**src/rtl/sdram_frame_reader.sv**
```systemverilog
// sdram_frame_reader: drains the two SDRAM read FIFOs in step with VGA pixel requests and unpacks RGB.
// Optional macro TEST_PATTERN_EN adds an 8-bar colour test pattern selected by pattern_sel.
module sdram_frame_reader #(
    parameter int          H_ACTIVE     = 640,
    parameter int          V_ACTIVE     = 480,
    parameter int          LOAD_CYCLES  = 4,
    parameter int          PRIME_CYCLES = 64,
    parameter logic [23:0] FILL_RGB     = 24'h000000
) (
    input  logic        clk_vga,
    input  logic        reset_n,
    input  logic        orequest,
    input  logic [12:0] col,
    input  logic [12:0] row,
    input  logic [15:0] rd1_data,
    input  logic [15:0] rd2_data,
    input  logic        rd1_empty,
    input  logic        rd2_empty,
    input  logic        clear_err,
    input  logic        pattern_sel,
    output logic        rd_en,
    output logic        rd_load,
    output logic [7:0]  ored,
    output logic [7:0]  ogreen,
    output logic [7:0]  oblue,
    output logic        pix_valid,
    output logic        underflow,
    output logic [15:0] frame_cnt,
    output logic [15:0] err_cnt
);

    localparam logic [18:0] FRAME_LAST = 19'(H_ACTIVE * V_ACTIVE - 1);
    localparam logic [15:0] LOAD_END   = 16'(LOAD_CYCLES);
    localparam logic [15:0] PRIME_LAST = 16'(PRIME_CYCLES - 1);

    typedef enum logic [1:0] {
        ST_RELOAD   = 2'd0,
        ST_PRIME    = 2'd1,
        ST_WAIT_SOF = 2'd2,
        ST_STREAM   = 2'd3
    } state_t;

    state_t      state_r;
    logic [15:0] phase_cnt_r;
    logic [18:0] pix_cnt_r;
    logic        req_d1_r;
    logic        pop_d1_r;
    logic        sof_s;
    logic        empty_any_s;
    logic        stream_req_s;
    logic        misalign_s;
    logic        err_inc_s;
    logic        starve_s;
    logic [23:0] pixel_next_s;

    assign sof_s       = orequest & (row == 13'd0) & (col == 13'd0);
    assign empty_any_s = rd1_empty | rd2_empty;

    // Classify the current request: aligning SOF, in-frame pixel, or misaligned SOF.
    always_comb begin
        stream_req_s = 1'b0;
        misalign_s   = 1'b0;
        err_inc_s    = 1'b0;
        case (state_r)
            ST_PRIME: begin
                err_inc_s = sof_s;
            end
            ST_WAIT_SOF: begin
                stream_req_s = sof_s;
            end
            ST_STREAM: begin
                misalign_s   = sof_s & (pix_cnt_r != 19'd0);
                stream_req_s = orequest & ~misalign_s;
                err_inc_s    = misalign_s;
            end
            default: begin
                stream_req_s = 1'b0;
                misalign_s   = 1'b0;
                err_inc_s    = 1'b0;
            end
        endcase
    end

    // A starved pixel is never popped so both FIFOs stay word-aligned.
    assign rd_en    = stream_req_s & ~empty_any_s;
    assign starve_s = stream_req_s & empty_any_s;

    // Frame sequencer with its registered status outputs.
    always_ff @(posedge clk_vga or negedge reset_n) begin
        if (!reset_n) begin
            state_r     <= ST_RELOAD;
            phase_cnt_r <= 16'd0;
            pix_cnt_r   <= 19'd0;
            rd_load     <= 1'b0;
            underflow   <= 1'b0;
            frame_cnt   <= 16'd0;
            err_cnt     <= 16'd0;
        end else begin
            if (starve_s) begin
                underflow <= 1'b1;
            end else if (clear_err) begin
                underflow <= 1'b0;
            end

            if (err_inc_s) begin
                if (clear_err) begin
                    err_cnt <= 16'd1;
                end else if (err_cnt != 16'hFFFF) begin
                    err_cnt <= err_cnt + 16'd1;
                end
            end else if (clear_err) begin
                err_cnt <= 16'd0;
            end

            case (state_r)
                ST_RELOAD: begin
                    if (phase_cnt_r == LOAD_END) begin
                        rd_load     <= 1'b0;
                        phase_cnt_r <= 16'd0;
                        state_r     <= ST_PRIME;
                    end else begin
                        rd_load     <= 1'b1;
                        phase_cnt_r <= phase_cnt_r + 16'd1;
                    end
                end
                ST_PRIME: begin
                    rd_load <= 1'b0;
                    if (phase_cnt_r == PRIME_LAST) begin
                        phase_cnt_r <= 16'd0;
                        state_r     <= ST_WAIT_SOF;
                    end else begin
                        phase_cnt_r <= phase_cnt_r + 16'd1;
                    end
                end
                ST_WAIT_SOF: begin
                    rd_load <= 1'b0;
                    if (sof_s) begin
                        pix_cnt_r <= 19'd1;
                        state_r   <= ST_STREAM;
                    end
                end
                ST_STREAM: begin
                    rd_load <= 1'b0;
                    if (misalign_s) begin
                        pix_cnt_r   <= 19'd0;
                        phase_cnt_r <= 16'd0;
                        state_r     <= ST_RELOAD;
                    end else if (orequest) begin
                        if (pix_cnt_r == FRAME_LAST) begin
                            pix_cnt_r   <= 19'd0;
                            phase_cnt_r <= 16'd0;
                            frame_cnt   <= frame_cnt + 16'd1;
                            state_r     <= ST_RELOAD;
                        end else begin
                            pix_cnt_r <= pix_cnt_r + 19'd1;
                        end
                    end
                end
                default: begin
                    rd_load     <= 1'b0;
                    phase_cnt_r <= 16'd0;
                    pix_cnt_r   <= 19'd0;
                    state_r     <= ST_RELOAD;
                end
            endcase
        end
    end

`ifdef TEST_PATTERN_EN
    localparam logic [12:0] BAR_W = 13'(H_ACTIVE / 8);
    logic [12:0] bar_idx_s;
    logic        pat_d1_r;
    logic [23:0] bar_d1_r;
    logic        unused_s;

    assign bar_idx_s = col / BAR_W;
    assign unused_s  = ^{rd2_data[7:0], bar_idx_s[12:3]};

    // Bar colour is captured with the request so it lines up with the FIFO data stage.
    always_ff @(posedge clk_vga or negedge reset_n) begin
        if (!reset_n) begin
            pat_d1_r <= 1'b0;
            bar_d1_r <= 24'h000000;
        end else begin
            pat_d1_r <= pattern_sel;
            bar_d1_r <= {{8{bar_idx_s[2]}}, {8{bar_idx_s[1]}}, {8{bar_idx_s[0]}}};
        end
    end

    // Pick the colour for the pixel registered at the end of the data stage.
    always_comb begin
        if (req_d1_r && pat_d1_r) begin
            pixel_next_s = bar_d1_r;
        end else if (req_d1_r && pop_d1_r) begin
            pixel_next_s = {rd1_data, rd2_data[15:8]};
        end else begin
            pixel_next_s = FILL_RGB;
        end
    end
`else
    logic unused_s;
    assign unused_s = ^{rd2_data[7:0], pattern_sel};

    // Pick the colour for the pixel registered at the end of the data stage.
    always_comb begin
        if (req_d1_r && pop_d1_r) begin
            pixel_next_s = {rd1_data, rd2_data[15:8]};
        end else begin
            pixel_next_s = FILL_RGB;
        end
    end
`endif

    // Two-stage output pipeline: request/pop stage, then FIFO data into RGB.
    always_ff @(posedge clk_vga or negedge reset_n) begin
        if (!reset_n) begin
            req_d1_r              <= 1'b0;
            pop_d1_r              <= 1'b0;
            pix_valid             <= 1'b0;
            {ored, ogreen, oblue} <= 24'h000000;
        end else begin
            req_d1_r              <= orequest;
            pop_d1_r              <= rd_en;
            pix_valid             <= req_d1_r;
            {ored, ogreen, oblue} <= pixel_next_s;
        end
    end

endmodule

```
**config.mk**
```make
export PLATFORM = sky130hd
export DESIGN_NAME = sdram_frame_reader
export DESIGN_NICKNAME = d
export VERILOG_FILES = /design/src/rtl/sdram_frame_reader.sv
export SDC_FILE = /design/constraint.sdc
export NUM_CORES = 1
export LEC_CHECK = 0
export ABC_CLOCK_PERIOD_IN_PS = 3400
export BUFFER_PORTS_ARGS = -buffer_cell sky130_fd_sc_hd__buf_4
export CELL_PAD_IN_SITES_DETAIL_PLACEMENT = 1
export CELL_PAD_IN_SITES_GLOBAL_PLACEMENT = 1
export CORE_MARGIN = 4
export CORE_UTILIZATION = 40
export DETAILED_ROUTE_END_ITERATION = 12
export PLACE_DENSITY_LB_ADDON = 0.1
export SLEW_MARGIN = 10
export SYNTH_ARGS = -nofsm -noshare
export SYNTH_HDL_FRONTEND = slang
export SYNTH_SLANG_ARGS = --single-unit
```
**constraint.sdc**
```tcl
create_clock -name clk_vga -period 3.4 [get_ports clk_vga]
set_clock_uncertainty 0.15 [all_clocks]
set_input_delay 0.51 -clock clk_vga [delete_from_list [all_inputs] [get_ports clk_vga]]
set_output_delay 0.51 -clock clk_vga [all_outputs]
set_load 0.02 [all_outputs]
```
==> impl_results.md, run 1 <==
* Status: complete, no violations
* VDD IR max at 0.256 mV
* Number of synthesis warnings at 0
* 1st-pass router iterations at 4
* HP Class: in2async
* Post-synth cell types at 57
* Reg2Reg Depth at 7
* Crit path buf inv count at 1
* CP max FO at 7
* 1st-iter DRT viols at 247
* Leakage at 3.01 nW
* Tcrit/Tclk final at between 90 and 100%
* Synth area leaders: dfrtp_1, and3_1, o31ai_1
* Area grow syn2layout at 28.1%
* DIE AREA at 0.0143 sq mm
* # setup viols final at 0
* Fill cells at between 1000 and 1500
* DR DRC count at 0
* Power, Total at 0.00238 W
* Vias in the first global route at 4732
* Hold-fix buffers, CTS at 0
* Initial Utilization at 41.2%
* Top-count cell post-synth: dfrtp_1
* GRT Util Overall at 20.6%
* Net Count, Synth at around 580
* Critical path data required time at about 2700 ps
* Antenna cells at 0
* Reg2reg start: pix_cnt_r[0]$_DFFE_PN0P_
* TritonCTS clock tree: built
* Total global routing overflow at 0
* Top cells by count, synth: dfrtp_1, and3_1, nand2_1, nand3_1, nor2_1
* Peak Freq at between 0.3 and 0.4 GHz
* Vias per inst at 5.62
* Worst path arrival time at 2470 ps
* CTS Sinks at 98
* Critical Path Source Type: flip-flop
* Fin Hold WS at a little over 9 ps
* Storage element area at approximately 0.0025 sq mm
* Initial antenna violation count at 0
* Sequential-to-total area share from yosys stat at 49.2%
* Setup TNS at 0 ps
* CP Cell Sequence: nor4_1 -> nand3_1 -> or2_2 -> nand2_1 -> a22oi_1 -> nor3_1 -> buf_4
* Register bit total from synthesis at 98
* DP Wirelength at 10500 um
* RePlAce Congestion at 0.804
* R2R Path End: phase_cnt_r[12]$_DFFE_PN0P_
* CP max stage delay at 460 ps
* Die Ht at 120 um
* H-tree levels at 3
* RSZ-0062 raised after global routing: no
* Clk slew on worst S/H paths at around 70 ps
* First-pass GRT wire length at 24000 um
* ANT nets after route at 0
* Drt total wl at 14600 um
* Max_slew headroom at 58.5%
* P per Cell Area at 372 mW/mm^2
* Top Family by Delay on Critical Path: simple AND/OR/NAND/NOR gates
* Max Cap Viol at 0
* DR WL/cell at 18.2 um
* Total vias in the final route at ~4500
* Multi-input logic area at approximately 0.0024 sq mm
* Placed insts at 782
* Layout cell share with drive strength beyond 1 at 25.6%
* Number of I/O pins at 125
* CTS Root Cell: clkbuf_16
* Dominant synthesized flop cell: dfrtp_1
* Clk Latency, worst-skew pair at ~350 ps
* Top cell type's share of synthesized area at about half
* Synth area leader: dfrtp_1
* Mean area per synthesized cell at 9.80 sq um
* Slew Viols, Final at 0
* CTS Buffer Depth at 2
* Crit end category: output pin
* Final Net Count at 700
* Largest net degree at the start of global routing at 57
* CP max stage cell: dfrtp_1
* Mapped Area at 0.00499 sq mm
* Hold Fails Final Rpt at 0
* IO buf count at 115
* Synthesized instance count at 509
* Core Util, Final at a little over half
* Chip width at 120 um
* Row Count at 40
* Std-Cell Core Area at 0.0121 sq mm
* Worst Max-Slew Pin Slew at 617 ps
* Ys async rst share at between 90% and 100%
* Post-synth EDFFs at 0
* R2r setup slk at just under 500 ps
* CTS buffer count at 9
* CP Class: reg2out
* Layout Cells excl Fill at 798
* Fin crit period at 3130 ps
## sequential cells by signal, indices dropped and copies added (netlist names)
register and count:
pix_cnt_r 19, err_cnt 16, frame_cnt 16, phase_cnt_r 16, oblue 8, ogreen 8
ored 8, state_r 2, pix_valid 1, pop_d1_r 1, rd_load 1, req_d1_r 1
underflow 1
## what timing repair did
item                       CTS  global route
setup buffers                0             0
setup endpoints to repair    0             1
gates resized for setup      0             1
## final cells by class
class	count	share of cell area (%)
Sequential cell	98	38.4
Multi-Input combinational cell	370	37.0
Timing Repair Buffer	126	15.0
Clock buffer	10	3.74
Tap cell	168	3.29
Clock inverter	6	1.37
Inverter	20	1.18
## worst max path at each step
stage                              startpoint                          end  slack (ps)  depth (start not counted)
floorplan                              row[4]                        rd_en         780                          5
global placement                       row[1]     pix_cnt_r[4]$_DFFE_PN0P_         580                          7
detailed placement   pix_cnt_r[0]$_DFFE_PN0P_  phase_cnt_r[11]$_DFFE_PN0P_         500                          7
CTS                 pix_cnt_r[12]$_DFFE_PN0P_                        rd_en         190                          7
global route         pix_cnt_r[4]$_DFFE_PN0P_                        rd_en          40                          7
finish               pix_cnt_r[2]$_DFFE_PN0P_                        rd_en         270                          7
## cell usage in the layout (no fill, tap or decap), types with 18 or more instances in the layout
cell,instances
nand3_1,31
and3_1,35
inv_1,20
nor4_1,18
a21oi_1,21
nor2_1,31
o31ai_1,27
dfrtp_1,98
nand2_1,32
o21ai_0,21
buf_4,125
## cell families (layout without fill, tap and decap cells)
logic type | Yosys count | count (layout) | share of synthesized area [%]
simple gates | 221 | 221 | 24.7
fa+ha+maj | 10 | 10 | 2.51
buf+inv | 41 | 162 | 3.56
mux | 4 | 4 | 0.853
xor+xnor | 18 | 18 | 3.16
compound gates | 117 | 117 | 16.1
flops | 98 | 98 | 49.2
## power by group
part	internal [W]	leakage [nW]	switching (W)
registers	0.00117	1.28	0.00000343
clock network	0.000666	0.163	0.000456
logic	0.0000453	1.57	0.0000412
total	0.00188	3.01	0.000500
## metrics by stage
stage               instance area [sq um]  setup slack (ps)
finish                               6390               272
detailed placement                   6060               505
floorplan                            4990               785
global route                         6390              40.0
global placement                     6060               581
CTS                                  6380               187
## routing by layer
metal  share of wire (%)  global-route usage [%]  wire [um]  up-vias
met3                 4.2                    3.82        607       17
met1                  44                    25.7       6340     2234
met5                   0                       0          0        -
li1                    -                       -          -     2133
met2                  51                    35.6       7390      104
met4                 1.6                    7.52        227        0
## worst register-to-register path, cell delays in order (launching register included)
cell and delay [ps]:
dfrtp_1 440, ha_1 220, nand3_1 150, or4_1 560, o21ai_1 280, a21o_1 150, nand3_1 390, o41ai_1 450
No activity file was read; power rests on OpenSTA's default activity.
==> run 2: changes to the inputs <==
- BUFFER_PORTS_ARGS: -buffer_cell sky130_fd_sc_hd__buf_4 -> unset
- CORE_UTILIZATION: 40 -> 48
- DONT_BUFFER_PORTS: unset -> 1
==> run 2 against run 1 <==
  * Worst hold slack improved by 36 ps
  * Register-to-register slack got worse by 50 ps
  * Critical path type unchanged
  * Power fell by 12%
  * First-iteration DRC count fell by 9.7%
  * Largest power group unchanged
  * Count of clock-buffer cells in the layout rose by 2
  * Non-clock buffer count fell by 114
  * Routed wire length fell by 7.4%
  * Utilization rose by 1.6 points
  * Cell count fell by 19%
  * Cell area fell by 15%
  * Global-route usage rose by 2.4 points
  * Sequential share of layout area rose by 7.0 points
==> impl_results.md, run 2 (synthesized netlist as in run 1, its figures left out) <==
* Cts repair resizes at 0
* CTS buffer count at 9
* Tcrit/Tclk final at approximately 93%
* Flip-flop count of the largest register after layout at 19
* CTS Buffer Depth at 2
* Std-Cell Core Area at 0.00995 sq mm
* Row Count at 36
* Cell Int Power at 0.00165 W
* Chip width at 110 um
* Total global routing overflow at 0
* GRT Util Overall at between 20% and 30%
* Grt met1 use at 28.4%
* Clk slew on worst S/H paths at around 90 ps
* RSZ-0062 raised after global routing: no
* Worst Max-Slew Pin Slew at 680 ps
* Fin crit period at 3160 ps
* Critical path data required time at 2740 ps
* First-pass GRT wire length at between 20000 and 25000 um
* Switching Power at 0.000434 W
* Hold Fails Final Rpt at 0
* Setup TNS at 0 ps
* Slew Viols, Final at 0
* Initial antenna violation count at 0
* IO buf count at 0
* HP Class: in2reg
* RePlAce Congestion at 0.797
* 1st-iter DRT viols at 223
* DR WL/cell at 20.8 um
* Final Net Count at 586
* CP Cell Sequence: nor4_1 -> nand3_1 -> or2_2 -> nand2_1 -> a22oi_1 -> nor3_1 -> buf_4
* TritonCTS clock tree: built
* CP max stage delay at 480 ps
* Peak Freq at 0.317 GHz
* Busiest grt layer: met2
* Leading cell type in the layout, fill and taps excluded: dfrtp_1
* Switching portion of total power at 20.9%
* DIE AREA at ~0.012 sq mm
* 1st-pass router iterations at 4
* DP Wirelength at 9510 um
* Area grow syn2layout at 8.43%
* Status: complete, no violations
* # setup viols final at 0
* GRT met3 Usage at 4.93%
* ANT nets after route at 0
* Crit end category: output pin
* Fin Hold WS at 45.5 ps
* CTS Sinks at 98
* CP max FO at 6
* DR DRC count at 0
* Most flop-heavy register: pix_cnt_r
* H-tree levels at 3
* M2 GR Usage at 39.7%
* Largest net degree at the start of global routing at 99
* Clk pwr share at between 40% and 50%
* Most frequent cells in the layout: dfrtp_1, and3_1, nand2_1
* VDD IR max at roughly 0.15 mV
* Critical Path Source Type: flip-flop
* Leakage at 2.38 nW
* CP Class: reg2out
* Max Cap Viol at 0
* Vias in the first global route at around 4400
* Number of I/O pins at ~130
* Drt total wl at 13500 um
* Combinational Power Share at 1.6%
* Total vias in the final route at 4116
* CTS Root Cell: clkbuf_8
* Antenna cells at 0
* Die Ht at 110 um
* Layout cell share with drive strength beyond 1 at under 10%
* Max_slew headroom at 54.6%
* Vias per inst at 6.34
* Clk Latency, worst-skew pair at 360 ps
* Seq pwr share at 56.2%
* Initial Utilization at 50.1%
* Worst path arrival time at 2500 ps
* P per Cell Area at about 390 mW/mm^2
* CP max stage cell: nor4_1
* Fill cells at roughly 1100
-- run 2: cell types whose count changed in the layout (fill, tap and decap cells not counted) --
cell and delta:
buf_4 -116, clkbuf_8 +11, clkbuf_16 -9, dlygate4sd3_1 +2, buf_12 -1, buf_16 +1, clkinv_2 -1, clkinv_4 -1
clkinvlp_4 +1, inv_6 -1, nor4_1 +1, nor4_2 -1
-- run 2: final cells by class --
cell class	count	area, sq um	share of cell area, %
clock inverter	4	72.6	1.34
inverter	20	75.1	1.39
timing repair buffer	12	115	2.13
tap	133	166	3.08
sequential	98	2450	45.4
multi-input combinational	370	2360	43.6
clock buffer	12	165	3.05
-- run 2: final timing paths --
check | end | startpoint | cells after the start | slack, ps
hold / removal | err_cnt[1]$_DFFE_PN0P_ | clear_err | 1 | 50
setup / recovery | rd_en | pix_cnt_r[14]$_DFFE_PN0P_ | 7 | 240
setup reg to reg | phase_cnt_r[12]$_DFFE_PN0P_ | pix_cnt_r[0]$_DFFE_PN0P_ | 7 | 440
hold reg to reg | phase_cnt_r[15]$_DFFE_PN0P_ | phase_cnt_r[15]$_DFFE_PN0P_ | 1 | 410
max in group asynchronous | oblue[2]$_DFF_PN0_ | reset_n | 2 | 2110
min in group asynchronous | phase_cnt_r[12]$_DFFE_PN0P_ | reset_n | 2 | 550
-- run 2: repair_timing --
item	in CTS	in global routing
setup buffers	0	0
setup endpoints to repair	0	0
hold endpoints to repair	98	1
hold buffers	2	1
-- run 2: layer usage --
layer  vias to the layer above  part of all wire, %
met1                      2081                   42
met5                         -                    0
met2                       116                   50
met3                        16                  5.9
met4                         0                  1.4
li1                       1903                    -
-- run 2: power groups by stage --
stage	Combinational, W	Sequential, W	Clock (W)
after floorplan	0.00000769	0.00119	0
after global placement	0.00000536	0.00119	0
after CTS	0.0000343	0.00117	0.000897
final	0.0000333	0.00117	0.000878
after global routing	0.0000386	0.00117	0.000945
after detailed placement	0.00000558	0.00119	0
-- run 2: per-stage QoR --
step / worst slack (ps) / cells / utilization (%) / area, sq um / total power, W
after floorplan: 785 / 509 / - / 4990 / 0.00120
after global placement: 508 / 630 / 51.4 / 5120 / 0.00120
after detailed placement: 442 / 630 / 51.4 / 5120 / 0.00120
after CTS: 227 / 648 / 54.2 / 5400 / 0.00210
after global routing: 39.4 / 649 / 54.3 / 5410 / 0.00215
final: 243 / 649 / 54.3 / 5410 / 0.00208
-- run 2: critical path: cells and delay by family (launching register included) --
| family | cells | cell delay (ps) |
|---|---|---|
| AND/OR/NAND/NOR | 5 | 1400 |
| AO/OA/AOI/OAI | 1 | 80 |
| buffers and inverters | 1 | 200 |
| flip-flops | 1 | 450 |
